[src/rtl/packetmem_sched_pkg.sv]
// Shared types for the packet buffer ownership scheduler: buffer ids, per-buffer
// state encoding and the honoured-event bundle.
package packetmem_sched_pkg;

    localparam int unsigned BUF_ID_W    = 2;
    localparam int unsigned NUM_BUFS    = 3;
    localparam int unsigned QUEUE_DEPTH = 3;

    typedef logic [BUF_ID_W-1:0] buf_id_t;

    localparam buf_id_t BUF_NONE = 2'b00;
    localparam buf_id_t BUF_PING = 2'b01;
    localparam buf_id_t BUF_PANG = 2'b10;
    localparam buf_id_t BUF_PUNG = 2'b11;

    typedef enum logic [2:0] {
        ST_FREE     = 3'd0,
        ST_SN       = 3'd1,
        ST_WAIT_CPU = 3'd2,
        ST_CPU      = 3'd3,
        ST_WAIT_FWD = 3'd4,
        ST_FWD      = 3'd5
    } buf_state_e;

    // Agent pulses that arrived while the agent actually owned a buffer
    typedef struct packed {
        logic sn_done;
        logic cpu_acc;
        logic cpu_rej;
        logic fwd_done;
    } release_t;

    // Buffer id (1..3) to state-array index (0..2)
    function automatic logic [1:0] buf_idx(input buf_id_t id);
        return 2'(id - BUF_PING);
    endfunction

    // State-array index to buffer id, ping/pang/pung in index order
    function automatic buf_id_t idx_to_id(input int unsigned i);
        return (i == 0) ? BUF_PING : (i == 1) ? BUF_PANG : BUF_PUNG;
    endfunction

endpackage

[src/rtl/packetmem_sched_buf_id_fifo.sv]
// Three-entry FIFO of buffer ids; no bypass, so a pushed id is poppable one cycle later.
module packetmem_sched_buf_id_fifo
    import packetmem_sched_pkg::*;
(
    input  logic    clk,
    input  logic    rst,
    input  logic    push,
    input  buf_id_t din,
    input  logic    pop,
    output buf_id_t head,
    output logic    empty,
    output logic    full
);

    localparam int unsigned PTR_W = 2;
    localparam int unsigned CNT_W = 2;

    buf_id_t          mem [QUEUE_DEPTH];
    logic [PTR_W-1:0] wr_ptr;
    logic [PTR_W-1:0] rd_ptr;
    logic [CNT_W-1:0] count;
    logic [CNT_W-1:0] count_d;
    logic             push_ok;
    logic             pop_ok;

    function automatic logic [PTR_W-1:0] ptr_inc(input logic [PTR_W-1:0] p);
        return (p == PTR_W'(QUEUE_DEPTH - 1)) ? '0 : p + PTR_W'(1);
    endfunction

    // A push into a full queue is still accepted when the head leaves in the same cycle
    always_comb begin
        pop_ok  = pop && !empty;
        push_ok = push && (!full || pop_ok);
        count_d = count + CNT_W'(push_ok) - CNT_W'(pop_ok);
    end

    always_ff @(posedge clk) begin
        if (rst) begin
            wr_ptr <= '0;
            rd_ptr <= '0;
            count  <= '0;
            empty  <= 1'b1;
            full   <= 1'b0;
        end else begin
            if (push_ok) wr_ptr <= ptr_inc(wr_ptr);
            if (pop_ok)  rd_ptr <= ptr_inc(rd_ptr);
            count <= count_d;
            empty <= (count_d == '0);
            full  <= (count_d == CNT_W'(QUEUE_DEPTH));
        end
    end

    always_ff @(posedge clk) begin
        if (push_ok) mem[wr_ptr] <= din;
    end

    assign head = mem[rd_ptr];

    always_ff @(posedge clk) begin
        if (!rst) assert (!(push && !push_ok));
    end

endmodule

[src/rtl/packetmem_sched.sv]
// Ownership scheduler for the ping/pang/pung packet buffers: hands buffers to the
// snooper, CPU and forwarder in turn and returns them to the free pool.
module packetmem_sched
    import packetmem_sched_pkg::*;
#(
    parameter int unsigned CNT_WIDTH = 32
)
(
    input  logic                 clk,
    input  logic                 rst,
    input  logic                 sn_done,
    input  logic                 cpu_acc,
    input  logic                 cpu_rej,
    input  logic                 fwd_done,
    output logic [1:0]           sn_sel,
    output logic [1:0]           cpu_sel,
    output logic [1:0]           fwd_sel,
    output logic                 sn_rdy,
    output logic                 cpu_rdy,
    output logic                 fwd_rdy,
    output logic [CNT_WIDTH-1:0] acc_cnt,
    output logic [CNT_WIDTH-1:0] rej_cnt
);

    buf_state_e           st_q [NUM_BUFS];
    buf_state_e           st_d [NUM_BUFS];
    logic [NUM_BUFS-1:0]  freed_q;
    logic [NUM_BUFS-1:0]  freed_d;
    buf_id_t              sn_sel_d;
    buf_id_t              cpu_sel_d;
    buf_id_t              fwd_sel_d;
    logic                 sn_rdy_d;
    logic                 cpu_rdy_d;
    logic                 fwd_rdy_d;
    logic [CNT_WIDTH-1:0] acc_cnt_d;
    logic [CNT_WIDTH-1:0] rej_cnt_d;
    logic                 sn_found;
    release_t             hon;

    logic    cq_pop;
    logic    fq_pop;
    buf_id_t cq_head;
    buf_id_t fq_head;
    logic    cq_empty;
    logic    fq_empty;
    logic    cq_full;
    logic    fq_full;

    packetmem_sched_buf_id_fifo u_cpu_q (
        .clk   (clk),
        .rst   (rst),
        .push  (hon.sn_done),
        .din   (sn_sel),
        .pop   (cq_pop),
        .head  (cq_head),
        .empty (cq_empty),
        .full  (cq_full)
    );

    packetmem_sched_buf_id_fifo u_fwd_q (
        .clk   (clk),
        .rst   (rst),
        .push  (hon.cpu_acc),
        .din   (cpu_sel),
        .pop   (fq_pop),
        .head  (fq_head),
        .empty (fq_empty),
        .full  (fq_full)
    );

    // State register
    always_ff @(posedge clk) begin
        if (rst) begin
            for (int unsigned i = 0; i < NUM_BUFS; i++) st_q[i] <= ST_FREE;
            freed_q <= '0;
            sn_sel  <= BUF_NONE;
            cpu_sel <= BUF_NONE;
            fwd_sel <= BUF_NONE;
            sn_rdy  <= 1'b0;
            cpu_rdy <= 1'b0;
            fwd_rdy <= 1'b0;
            acc_cnt <= '0;
            rej_cnt <= '0;
        end else begin
            st_q    <= st_d;
            freed_q <= freed_d;
            sn_sel  <= sn_sel_d;
            cpu_sel <= cpu_sel_d;
            fwd_sel <= fwd_sel_d;
            sn_rdy  <= sn_rdy_d;
            cpu_rdy <= cpu_rdy_d;
            fwd_rdy <= fwd_rdy_d;
            acc_cnt <= acc_cnt_d;
            rej_cnt <= rej_cnt_d;
        end
    end

    // Next state: releases first, then allocation for agents idle this cycle
    always_comb begin
        hon.sn_done  = sn_done && (sn_sel != BUF_NONE);
        hon.cpu_acc  = cpu_acc && (cpu_sel != BUF_NONE);
        hon.cpu_rej  = cpu_rej && !cpu_acc && (cpu_sel != BUF_NONE);
        hon.fwd_done = fwd_done && (fwd_sel != BUF_NONE);

        st_d      = st_q;
        freed_d   = '0;
        sn_sel_d  = sn_sel;
        cpu_sel_d = cpu_sel;
        fwd_sel_d = fwd_sel;
        cq_pop    = 1'b0;
        fq_pop    = 1'b0;
        sn_found  = 1'b0;

        if (hon.sn_done) begin
            st_d[buf_idx(sn_sel)] = ST_WAIT_CPU;
            sn_sel_d = BUF_NONE;
        end
        if (hon.cpu_acc) begin
            st_d[buf_idx(cpu_sel)] = ST_WAIT_FWD;
            cpu_sel_d = BUF_NONE;
        end else if (hon.cpu_rej) begin
            st_d[buf_idx(cpu_sel)]    = ST_FREE;
            freed_d[buf_idx(cpu_sel)] = 1'b1;
            cpu_sel_d = BUF_NONE;
        end
        if (hon.fwd_done) begin
            st_d[buf_idx(fwd_sel)]    = ST_FREE;
            freed_d[buf_idx(fwd_sel)] = 1'b1;
            fwd_sel_d = BUF_NONE;
        end

        // A buffer freed on the previous edge sits out one cycle before reuse
        if (sn_sel == BUF_NONE) begin
            for (int unsigned i = 0; i < NUM_BUFS; i++) begin
                if (!sn_found && st_q[i] == ST_FREE && !freed_q[i]) begin
                    sn_found = 1'b1;
                    sn_sel_d = idx_to_id(i);
                    st_d[i]  = ST_SN;
                end
            end
        end
        if (cpu_sel == BUF_NONE && !cq_empty) begin
            cq_pop = 1'b1;
            cpu_sel_d = cq_head;
            st_d[buf_idx(cq_head)] = ST_CPU;
        end
        if (fwd_sel == BUF_NONE && !fq_empty) begin
            fq_pop = 1'b1;
            fwd_sel_d = fq_head;
            st_d[buf_idx(fq_head)] = ST_FWD;
        end
    end

    // Output next values
    always_comb begin
        sn_rdy_d  = (sn_sel_d != BUF_NONE);
        cpu_rdy_d = (cpu_sel_d != BUF_NONE);
        fwd_rdy_d = (fwd_sel_d != BUF_NONE);
        acc_cnt_d = acc_cnt + CNT_WIDTH'(hon.cpu_acc);
        rej_cnt_d = rej_cnt + CNT_WIDTH'(hon.cpu_rej);
    end

    always_ff @(posedge clk) begin
        if (!rst) begin
            assert (!(hon.sn_done && cq_full && !cq_pop));
            assert (!(hon.cpu_acc && fq_full && !fq_pop));
        end
    end

endmodule
[config.mk]
export PLATFORM = sky130hd
export DESIGN_NAME = packetmem_sched
export DESIGN_NICKNAME = d
export VERILOG_FILES = /design/src/rtl/packetmem_sched_pkg.sv /design/src/rtl/packetmem_sched_buf_id_fifo.sv /design/src/rtl/packetmem_sched.sv
export SDC_FILE = /design/constraint.sdc
export NUM_CORES = 1
export LEC_CHECK = 0
export ABC_AREA = 1
export CORE_AREA = 2 2 135 137
export CTS_CLUSTER_SIZE = 14
export DETAILED_ROUTE_END_ITERATION = 8
export DIE_AREA = 0 0 137 139
export PLACE_DENSITY = 0.6
export SYNTH_ARGS = -nofsm -noshare
export SYNTH_HDL_FRONTEND = slang
export SYNTH_SLANG_ARGS = --single-unit
[constraint.sdc]
create_clock -name clk -period 3.75 [get_ports clk]
set_input_delay 0.75 -clock clk [delete_from_list [all_inputs] [get_ports clk]]
set_output_delay 0.75 -clock clk [all_outputs]
set_load 0.005 [all_outputs]
======== Word-level counts from Yosys, hierarchy flattened ========
Memories as Yosys holds them, arrays and structs flattened. A register that Yosys moved wholly into a read port is not among the register bits.
Index checks and enable logic that the tools add are counted.
word-level totals
  register bits ........................... 101
  RAM bits ................................ 12
  bits of input ports ..................... 6
  output and inout bits ................... 73
  logic and storage cells ................. 185
  memories kept ........................... 2
memory list
  name         words  width  read ports  clocked after memory_dff  wr ports  RTL line                           RTL
  u_cpu_q.mem  3      2      1           1                         1         packetmem_sched_buf_id_fifo.sv:18  buf_id_t mem [QUEUE_DEPTH];
  u_fwd_q.mem  3      2      1           1                         1         packetmem_sched_buf_id_fifo.sv:18
operators by class
  $add $sub $neg .......................... 15
  order comparisons ....................... 14
  equality and inequality tests ........... 6
  muxes and demuxes ....................... 55
  bitwise logic cells ..................... 22
  reductions and logical operators ........ 49
operators by type and width
  operator                                                    number
  adder 32 x 1 -> 32 bit                                      2
  2-to-1 mux 9 bit                                            7
  2-to-1 mux 2 bit                                            18
  2-to-1 mux 3 bit                                            11
  demux 3 bit (select 2 bit)                                  5
  logical AND 1 bit                                           23
  AND 9 bit                                                   2
  inverter 9 bit                                              2
  >= comparator 3 bit, second input constant                  5
  less-than comparator 3 x 1 -> 1 bit, second input constant  5
  inverter 2 -> 3 bit                                         5
  AND 6 bit                                                   2
  == test 2 bit, second input constant                        6
  2-to-1 mux 1 bit                                            12
  inverter 6 bit                                              2
  bitwise OR 6 bit                                            2
  nonzero test 2 bit                                          6
  logical NOT 1 bit                                           10
  logical NOT 2 bit                                           5
  subtractor 2 x 1 -> 2 bit, second input constant            5
  logical NOT 3 bit                                           3
  bitwise OR 3 bit                                            3
  adder 2 x 1 -> 2 bit, second input constant                 4
  AND 3 bit                                                   2
  7 further kinds                                             14

======== Logic depth before layout (Yosys ltp) ========
Gate-level depths: netlist (run 1).
  word-level depth ........................ 20
  mapped depth ............................ 13

======== Hierarchy ========
Synthesis (run 1) repeated with hierarchy kept, for this count alone.
unflattened totals
  cell total of the unflattened synthesis .. 837
  area total of the unflattened synthesis .. 5786.8 sq um
modules (own cells, without submodules)
  module                       instances  cells each  area each (sq um)  sequential area each (sq um)
  packetmem_sched              1          695         4493.1             1701.6
  packetmem_sched_buf_id_fifo  2          71          646.9              380.4

======== Worst setup path before layout (run 1) ========
No wires, ideal clock.
  kind .................................... input to register
  from .................................... input cpu_rej
  to ...................................... register rej_cnt[20]
  library setup time ...................... 0.118 ns
  data arrival time ....................... 2.036 ns
  required time ........................... 3.632 ns
  path slack .............................. 1.596 ns
  stages .................................. 11
  cell sequence ........................... inv_1 nor3_1 ha_1 ha_1 nand2_2 nor2_4 nand2_4 nor2_8 nand2_2 nor3_1 nor2_1
on the way
  longest elaborated chain between the ends .. 3
RTL lines
  item                            RTL line                RTL
  start, declared                 packetmem_sched.sv:13   input logic cpu_rej,
  logical AND 1 bit (2 in a row)  packetmem_sched.sv:102  hon.cpu_rej = cpu_rej && !cpu_acc && (cpu_sel != BUF_NONE);
  adder 32 x 1 -> 32 bit          packetmem_sched.sv:160  rej_cnt_d = rej_cnt + CNT_WIDTH'(hon.cpu_rej);
  end signal, assigned            packetmem_sched.sv:94   rej_cnt <= rej_cnt_d;
  end, declared                   packetmem_sched.sv:22   output logic [CNT_WIDTH-1:0] rej_cnt
Every way passes these cells.
A chain may end at the register's enable or synchronous reset.

======== Worst setup path in the final report (run 1) ========
  from .................................... input cpu_acc
  to ...................................... register acc_cnt[16]
on the way
  longest elaborated chain between the ends .. 2
RTL lines
  item                    RTL line                RTL
  start, declared         packetmem_sched.sv:12   input logic cpu_acc,
  logical AND 1 bit       packetmem_sched.sv:101  hon.cpu_acc = cpu_acc && (cpu_sel != BUF_NONE);
  adder 32 x 1 -> 32 bit  packetmem_sched.sv:159  acc_cnt_d = acc_cnt + CNT_WIDTH'(hon.cpu_acc);
  end signal, assigned    packetmem_sched.sv:93   acc_cnt <= acc_cnt_d;
  end, declared           packetmem_sched.sv:21   output logic [CNT_WIDTH-1:0] acc_cnt,
Every way passes these cells.

==> impl_metrics.toml, run 1 <==
[flow_run]
drv_cap = 0

[pwr]
finalPower_w = 0.004300
p_switching_w = 0.001222
switching_share_pct = 28.42
power_leakage_nw = 2.797
power_density_mw_per_mm2 = 580.8
p_clk_share_pct = 41.9
peakVddDrop_mv = 0.3304
intPower_w = 0.003078
p_comb_share_pct = 21.6
seq_power_share_pct = 36.5

[global_routing]
grt_pass1_vias = 4759
grt_max_degree = 36
use_met3_pct = 5.117
overflow = 0
top_usage_layer = "met2"
grtUsageTotal_pct = 15.69
grt_use_met1_pct = 20.66
use_met2_pct = 24.43
antenna_found_initial = 0
grt_pass1_wl_mm = 23.54

[floorplan]
die_area_sq_mm = 0.01904
die_x_um = 137
die_y_um = 139
start_util_pct = 32.41
io_pins = 79
core_area_sq_mm = 0.01766
num_rows = 49

[timing]
rsz0062_at_grt = "false"
hold_viol = 0
worst_slew_pin_slew_ns = 0.7196
finalCritPeriodShare_pct = 69.96
setup_tns_ns = 0
drv_slew = 0
finalSetupViolations = 0
fin_worst_skew_ns = 0.009635
fin_crit_ns = 2.623
fmaxAchievable_ghz = 0.3812
slew_headroom_pct = 52.03

[yosys]
yosys_warnings = 0
synthesis.area_sq_mm = 0.005722
synthFlopType = "dfxtp_1"
synth_cell_type_count = 41
synth_area_per_cell_sq_um = 7.125
synth_seq_cells = 117
ys_seq_area_share_pct = 43.04
synth-edff-count = 12
async_flop_share_pct = 0
syn-instance-count = 803
mappedNetlistNets = 817

[clock_tree]
cts_made_buffers = 17
h-tree-depth = 4
postCtsHoldBufs = 0
clock_latency_ns = 0.42
cts_resized = 0
cts_tree = "done"
clkTransAtPathRegs_ns = 0.06
cts_setup_buffers = 0
cts_max_path_buffers = 2
cts_root_buf = "clkbuf_16"
clock_sinks = 117

[route]
drtIter0Drc = 342
wl_per_cell_um = 12.69
routed_wirelength_mm = 14.39
drc_errors = 0
avgViaCountPerCell = 4.663
first_pass_iters = 5
vias = 5288
antenna_left = 0

[critical_path]
critical_path_required_ns = 4.05
critPathSlowestCell = "clkdlybuf4s50_1"
arrival_ns = 2.92
critPathMaxStageDelay_ns = 0.59
critical_path_class = "input pin to register"
endpoint_kind = "register"
critical_path_peak_fanout = 6
cp-start-kind = "input pin"
critical_path.cell_chain = "clkdlybuf4s50_1 -> inv_1 -> nor2_1 -> ha_1 -> ha_1 -> nand2_1 -> nor2_4 -> nand2_2 -> nor2_4 -> and3_1 -> nor3_1"

[hold_path]
hp-class = "register to register"

[status]
status = "complete, no violations"

[finish]
drive_above_1_share_pct = 8.287
n_antenna_cell = 0
fill_cells = 1828
area_delta_synth_final_pct = 29.39
nets = 906

[placed_design]
hpwl_mm = 10.64
gp_congestion = 0.8307
portBuffers = 78
## metrics by stage
| step | hold WS [ns] | area [sq um] | setup WS (ns) | utilization, % | instances |
|---|---|---|---|---|---|
| after floorplan | 0.4482 | 5722 | 1.596 | - | 803 |
| after global placement | 0.4605 | 6756 | 0.7200 | 38.27 | 1102 |
| after detailed placement | 0.4685 | 6756 | 0.6849 | 38.27 | 1102 |
| after CTS | 0.4770 | 7403 | 1.124 | 41.93 | 1134 |
| after global routing | 0.5102 | 7403 | 0.9153 | 41.93 | 1134 |
| final | 0.4743 | 7403 | 1.127 | 41.93 | 1134 |
## sequential cells by signal, indices dropped and copies added (netlist names), named ones only
name,flops
acc_cnt,32
cpu_rdy,1
cpu_sel,2
freed_q,3
fwd_rdy,1
fwd_sel,2
rej_cnt,32
sn_rdy,1
sn_sel,2
st_q,9
u_cpu_q.count,2
u_cpu_q.empty,1
u_cpu_q.full,1
u_cpu_q.mem,6
u_cpu_q.rd_ptr,2
u_cpu_q.wr_ptr,2
u_fwd_q.count,2
u_fwd_q.empty,1
u_fwd_q.full,1
u_fwd_q.mem,6
u_fwd_q.rd_ptr,2
u_fwd_q.wr_ptr,2
## kinds of logic (layout without fill, tap and decap cells)
group           Yosys count  in the layout  synth area share (%)
buf+inv                 100            202                 6.779
xor+xnor                 12             12                 1.837
compound gates           94             94                 8.987
fa+ha+maj                 8              8                 1.749
simple gates            472            472                 37.61
flops                   117            117                 43.04
## worst max-delay path: cells and delay by family
family | cells | cell delay, ns
AND/OR/NAND/NOR | 7 | 1.02
adder cells (fa/ha/maj) | 2 | 0.41
buffers and inverters | 2 | 0.74
## layout make-up
type | instances | area (sq um) | share of cell area (%)
inverter | 88 | 330.3 | 4.462
clock buffer | 22 | 444.2 | 6.000
tap | 229 | 286.5 | 3.870
multi-input combinational | 586 | 2872 | 38.79
timing repair buffer | 82 | 805.8 | 10.88
clock inverter | 10 | 202.7 | 2.738
sequential | 117 | 2462 | 33.26
## final timing paths
kind | start | end | slack, ns | depth (start not counted)
setup / recovery | cpu_acc | acc_cnt[16]$_SDFF_PP0_ | 1.13 | 11
hold / removal | u_cpu_q.wr_ptr[0]$_SDFFE_PP0P_ | u_cpu_q.wr_ptr[0]$_SDFFE_PP0P_ | 0.47 | 2
setup reg to reg | cpu_sel[0]$_SDFF_PP0_ | rej_cnt[16]$_SDFF_PP0_ | 1.65 | 12
hold reg to reg | u_cpu_q.wr_ptr[0]$_SDFFE_PP0P_ | u_cpu_q.wr_ptr[0]$_SDFFE_PP0P_ | 0.47 | 2
## routing by layer
| layer | vias up | part of all wire (%) |
|---|---|---|
| met2 | 136 | 45 |
| li1 | 2746 | - |
| met4 | 0 | 1.2 |
| met3 | 21 | 5.5 |
| met5 | - | 0 |
| met1 | 2385 | 48 |
## cell usage after synthesis (7+ instances only)
cell | n | area share, %
a21oi_1 | 58 | 5.1
dfxtp_1 | 105 | 37
edfxtp_1 | 12 | 6.3
ha_1 | 8 | 1.7
inv_1 | 82 | 5.4
nand2_1 | 214 | 14
nand3_1 | 40 | 3.5
nand3b_1 | 18 | 2.4
nor2_1 | 140 | 9.2
nor2_2 | 8 | 0.87
nor2_4 | 8 | 1.6
nor3_1 | 11 | 0.96
o21ai_0 | 19 | 1.7
xor2_1 | 7 | 1.1
## power by group through the flow
stage	Clock, W	Sequential [W]	Combinational [W]
CTS	0.00185	0.00157	0.000944
detailed placement	0	0.00159	0.000934
global route	0.00190	0.00159	0.00110
floorplan	0	0.00158	0.000676
finish	0.00180	0.00157	0.000931
global placement	0	0.00159	0.000927
## cell usage in the layout (no fill, tap or decap), types with 6 or more instances in the layout
cell | netlist | final
nand2_2 | 6 | 6
o21ai_0 | 19 | 19
clkdlybuf4s50_1 | 0 | 77
edfxtp_1 | 12 | 12
clkbuf_16 | 0 | 17
bufinv_16 | 0 | 6
inv_2 | 6 | 6
nor2_2 | 8 | 8
nor2_4 | 8 | 8
nand2_1 | 214 | 214
dfxtp_1 | 105 | 105
inv_1 | 82 | 82
nor3_1 | 11 | 11
nand3b_1 | 18 | 18
a21oi_1 | 58 | 58
nand3_1 | 40 | 40
nor2_1 | 140 | 140
ha_1 | 8 | 8
xor2_1 | 7 | 7
No activity file was read; power rests on OpenSTA's default activity.
==> run 2, diff against run 1 <==
clock period = 2.5 ns   (was 3.75 ns; I/O delays follow)
==> impl_metrics.toml, run 2 (synthesis results as in run 1) <==
[pwr]
power_density_mw_per_mm2 = 824.5
finalPower_w = 0.006184
seq_power_share_pct = 38.1
intPower_w = 0.004344
power_leakage_nw = 2.874
p_comb_share_pct = 22.7
p_switching_w = 0.001840
switching_share_pct = 29.76
peakVddDrop_mv = 0.5223
p_clk_share_pct = 39.2

[timing]
fmaxAchievable_ghz = 0.4612
rsz0062_at_grt = "false"
fin_worst_skew_ns = 0.009043
finalSetupViolations = 0
hold_viol = 0
worst_slew_pin_slew_ns = 0.5709
fin_crit_ns = 2.168
slew_headroom_pct = 61.90
drv_slew = 0
finalCritPeriodShare_pct = 86.74

[floorplan]
start_util_pct = 32.41
num_rows = 49
die_y_um = 139
die_x_um = 137
core_area_sq_mm = 0.01766
io_pins = 79
die_area_sq_mm = 0.01904

[critical_path]
critical_path_class = "input pin to register"
critPathTopFamily = "simple AND/OR/NAND/NOR gates"
cp-start-kind = "input pin"
critical_path_required_ns = 2.79
cp_num_buf_inv = 3
arrival_ns = 2.46
critical_path_peak_fanout = 6
critPathMaxStageDelay_ns = 0.51
critPathSlowestCell = "clkdlybuf4s50_1"
critical_path.cell_chain = "clkdlybuf4s50_1 -> inv_1 -> nor2_1 -> buf_4 -> ha_1 -> ha_1 -> nand2_1 -> nor2_4 -> nand2_2 -> nor2_4 -> and3_1 -> nor3_1"
endpoint_kind = "register"
reg2reg_setup_slack_ns = 0.57

[flow_run]
drv_cap = 0

[global_routing]
grt_pass1_wl_mm = 24.70
use_met2_pct = 25.50
antenna_found_initial = 0
grt_use_met1_pct = 21.85
top_usage_layer = "met2"
grtUsageTotal_pct = 16.50
grt_pass1_vias = 5081
overflow = 0
use_met3_pct = 4.313
grt_max_degree = 43

[finish]
nets = 926
final_common_cell = "nand2_1"
area_delta_synth_final_pct = 31.10
final_core_util_pct = 42.48
drive_above_1_share_pct = 10.50
final_cell_mix = "nand2_1, nor2_1, dfxtp_1"
reg_top3 = "acc_cnt: 32 flops, rej_cnt: 32 flops, st_q: 9 flops"
n_antenna_cell = 0

[route]
antenna_left = 0
routed_wirelength_mm = 14.84
drtIter0Drc = 317
drc_errors = 0
first_pass_iters = 5
avgViaCountPerCell = 4.715
wl_per_cell_um = 12.87
vias = 5436

[clock_tree]
h-tree-depth = 4
clkTransAtPathRegs_ns = 0.06
cts_root_buf = "clkbuf_16"
cts_setup_buffers = 0
cts_made_buffers = 17
cts_resized = 0
cts_max_path_buffers = 2
clock_latency_ns = 0.42
clock_sinks = 117
postCtsHoldBufs = 0
cts_tree = "done"

[placed_design]
gp_congestion = 0.8858
hpwl_mm = 11.10
portBuffers = 78

[status]
status = "complete, no violations"

[hold_path]
hp-class = "input pin to register"
[run 2: cell types whose count changed in the layout (fill, tap and decap cells not counted)]
cell	change
clkinv_2	+3
clkbuf_8	+1
bufinv_16	-3
clkinv_1	-1
buf_4	+19
clkinvlp_4	+1
buf_12	+1
clkbuf_1	-2
[run 2: worst register-to-register path, cell delays in order, from the launching register on]
cell and delay, ns:
dfxtp_1 0.37, nor2_4 0.07, nor2_1 0.11, buf_4 0.14
ha_1 0.18, ha_1 0.18, nand2_1 0.12, nor2_4 0.15
nand2_2 0.12, nor2_4 0.16, and3_1 0.17, nor3_1 0.04
[run 2: through the flow]
stage / cells / hold WS (ns) / cell area [sq um] / setup slack, ns / setup TNS, ns
2_1_floorplan: 803 / 0.4482 / 5722 / 0.5428 / 0
4_1_cts: 1153 / 0.3886 / 7501 / 0.3311 / 0
6_report: 1153 / 0.4075 / 7501 / 0.3316 / 0
5_1_grt: 1153 / 0.4139 / 7501 / 0.1542 / 0
3_3_place_gp: 1122 / 0.4597 / 6919 / -0.09111 / -0.5728
3_5_place_dp: 1122 / 0.4654 / 6919 / -0.09653 / -0.7333
[run 2: cell type report]
cell class              count  area, sq um
well taps                 229        286.5
inverters                  88        330.3
clock buffers              21        450.4
repair buffers            102        968.4
flip-flops and latches    117         2462
fillers                  1809        10160
multi-input cells         586         2872
clock inverters            10        131.4
[run 2: per-layer routing]
metal	routed length [um]	vias up
met5	0	-
li1	-	2784
met1	7203	2502
met2	6690	133
met3	685	17
met4	259	0
[run 2: final timing paths]
path	from	end	cells past startpoint
worst min register to register	acc_cnt[31]$_SDFF_PP0_	acc_cnt[31]$_SDFF_PP0_	2
worst max register to register	cpu_sel[1]$_SDFF_PP0_	acc_cnt[16]$_SDFF_PP0_	11
worst max-delay path	cpu_acc	acc_cnt[16]$_SDFF_PP0_	12
worst min-delay path	rst	rej_cnt[0]$_SDFF_PP0_	2
[run 2: power groups by stage]
| stage | clock [W] | combinational (W) | sequential (W) |
|---|---|---|---|
| floorplan | 0 | 0.00101 | 0.00236 |
| global placement | 0 | 0.00140 | 0.00239 |
| detailed placement | 0 | 0.00141 | 0.00239 |
| CTS | 0.00248 | 0.00142 | 0.00235 |
| global route | 0.00255 | 0.00165 | 0.00239 |
| finish | 0.00242 | 0.00141 | 0.00236 |
==> run 3, diff against run 2 <==
PLACE_DENSITY = 0.62   (was 0.6)
clock period = 1.8 ns   (was 2.5 ns; I/O delays follow)
==> impl_metrics.toml, run 3 (synthesis results as in run 1) <==
[floorplan]
start_util_pct = 32.41
die_x_um = 137
io_pins = 79
die_area_sq_mm = 0.01904
num_rows = 49
die_y_um = 139
core_area_sq_mm = 0.01766

[flow_run]
drv_cap = 0

[pwr]
p_comb_share_pct = 25.1
power_density_mw_per_mm2 = 1151
p_switching_w = 0.002675
p_clk_share_pct = 39.3
switching_share_pct = 29.12
intPower_w = 0.006512
peakVddDrop_mv = 0.7333
power_leakage_nw = 3.113
seq_power_share_pct = 35.6

[critical_path]
critPathSlowestCell = "dfxtp_2"
reg2reg_setup_slack_ns = -0.01
reg2regPathDepth = 11
cp_num_buf_inv = 2
critical_path_peak_fanout = 4
critical_path_class = "register to register"
critPathMaxStageDelay_ns = 0.35
critical_path.cell_chain = "nor2_4 -> nor3_4 -> ha_2 -> buf_6 -> nand3_4 -> nor2_8 -> buf_4 -> nand2_4 -> nor2_4 -> xnor2_1 -> nor2_1"
arrival_ns = 2.11
critical_path_required_ns = 2.10
cp-start-kind = "register"
reg2reg_from = "cpu_sel[0]$_SDFF_PP0_"
crit_start = "cpu_sel[0]$_SDFF_PP0_"
cpMostUsedCell = "nor2_4"
critPathTopFamily = "simple AND/OR/NAND/NOR gates"
reg2reg_to = "rej_cnt[15]$_SDFF_PP0_"
endpoint_kind = "register"

[clock_tree]
clkTransAtPathRegs_ns = 0.05
cts_max_path_buffers = 2
clock_sinks = 117
cts_tree = "done"
clock_latency_ns = 0.41
cts_root_buf = "clkbuf_16"
cts_made_buffers = 17
h-tree-depth = 4

[placed_design]
portBuffers = 78
hpwl_mm = 10.92
gp_congestion = 0.8397
dpl_cell_area_sq_mm = 0.007059

[hold_path]
min-delay-start = "rst"
min_path_cells = 4
hp-class = "input pin to register"
hold_path_end = "u_cpu_q.wr_ptr[0]$_SDFFE_PP0P_"

[finish]
final_cell_mix = "nand2_1, nor2_1, dfxtp_1"
n_antenna_cell = 0
reg_top3 = "acc_cnt: 32 flops, rej_cnt: 32 flops, st_q: 9 flops"
drive_above_1_share_pct = 18.06
fill_cells = 1810
multiInputGateArea_sq_mm = 0.003005
regArea_sq_mm = 0.002494
nets = 959
area_delta_synth_final_pct = 39.47
final_common_cell = "nand2_1"
fin_area_sq_mm = 0.007980

[timing]
fin_crit_ns = 1.813
finalSetupViolations = 3
slew_headroom_pct = 77.93
rsz0062_at_grt = "true"
finalCritPeriodShare_pct = 100.7
fin_worst_skew_ns = 0.007831
fmaxAchievable_ghz = 0.5517
setup_slack_ns = -0.01264
hold_viol = 0
worst_slew_pin_slew_ns = 0.3285
timing.hold.ws_ns = 0.3250
drv_slew = 0

[global_routing]
use_met2_pct = 24.74
antenna_found_initial = 0
grt_max_degree = 22
top_usage_layer = "met2"
grt_pass1_vias = 4980
grt_pass1_wl_mm = 23.84
grt_use_met1_pct = 21.22
overflow = 0
grtUsageTotal_pct = 15.75
use_met3_pct = 3.545

[route]
first_pass_iters = 5
drtIter0Drc = 293
routed_wirelength_mm = 14.92
wl_per_cell_um = 12.57
drc_errors = 0
avgViaCountPerCell = 4.601
vias = 5461
antenna_left = 0

[status]
violations = "setup timing"
status = "finished, violations left"
[run 3: changes by cell type in the layout (fill, tap and decap cells not counted), moves of 3 or more]
cell / previous run / this run
nand2_4: 3 / 6
ha_1: 8 / 3
inv_1: 82 / 79
dfxtp_2: 0 / 25
inv_2: 6 / 9
ha_4: 0 / 4
nor2_1: 140 / 136
buf_6: 0 / 9
dfxtp_1: 105 / 80
clkdlybuf4s50_1: 77 / 74
buf_4: 23 / 48
[run 3: timing repair]
action / CTS / global route
pin swaps: 6 / 20
endpoints found under the setup margin: 46 / 53
hold buffers: 0 / 0
endpoints found under the hold margin: 0 / 0
resized for setup: 13 / 47
buffers inserted: 4 / 13
[run 3: worst reg2reg max path, cell delays in order, from the launching register on]
cell,delay (ns)
dfxtp_2,0.35
nor2_4,0.07
nor3_4,0.16
ha_2,0.24
buf_6,0.11
nand3_4,0.10
nor2_8,0.16
buf_4,0.14
nand2_4,0.05
nor2_4,0.13
xnor2_1,0.14
nor2_1,0.06
[run 3: routing by layer]
layer | vias up | wire length [um]
li1 | 2849 | -
met1 | 2484 | 7308
met2 | 116 | 6901
met3 | 12 | 537
met4 | 0 | 170
met5 | - | 0
[run 3: area by class of cell]
cell class,count,share of cell area [%]
Clock buffer,22,5.566
Clock inverter,10,2.273
Inverter,88,4.139
Multi-Input combinational cell,586,37.66
Sequential cell,117,31.25
Tap cell,229,3.590
Timing Repair Buffer,135,15.52
[run 3: worst max path at each step]
stage,end,slack [ns],cells past startpoint
after floorplan,acc_cnt[30]$_SDFF_PP0_,0.01,12
after global placement,acc_cnt[30]$_SDFF_PP0_,-0.64,12
after detailed placement,acc_cnt[30]$_SDFF_PP0_,-0.68,12
after CTS,rej_cnt[20]$_SDFF_PP0_,-0.01,12
after global routing,rej_cnt[13]$_SDFF_PP0_,-0.09,10
final,rej_cnt[15]$_SDFF_PP0_,-0.01,11
[run 3: per-stage QoR]
| stage | util, % | TNS, ns | instances | power (W) | worst slack [ns] |
|---|---|---|---|---|---|
| 3_3_place_gp | 39.98 | -28.38 | 1138 | 0.005390 | -0.6386 |
| 2_1_floorplan | - | 0 | 803 | 0.004727 | 0.01083 |
| 6_report | 45.20 | -0.01675 | 1187 | 0.009187 | -0.01264 |
| 3_5_place_dp | 39.98 | -29.65 | 1138 | 0.005409 | -0.6824 |
| 4_1_cts | 43.85 | -0.01828 | 1174 | 0.009107 | -0.01318 |
| 5_1_grt | 45.20 | -0.7104 | 1187 | 0.009701 | -0.08695 |
[run 3: power by group through the flow]
stage	clock network (W)	registers [W]	logic, W
floorplan	0	0.00329	0.00144
global placement	0	0.00330	0.00209
detailed placement	0	0.00330	0.00211
CTS	0.00369	0.00325	0.00217
global route	0.00380	0.00330	0.00260
finish	0.00361	0.00327	0.00230
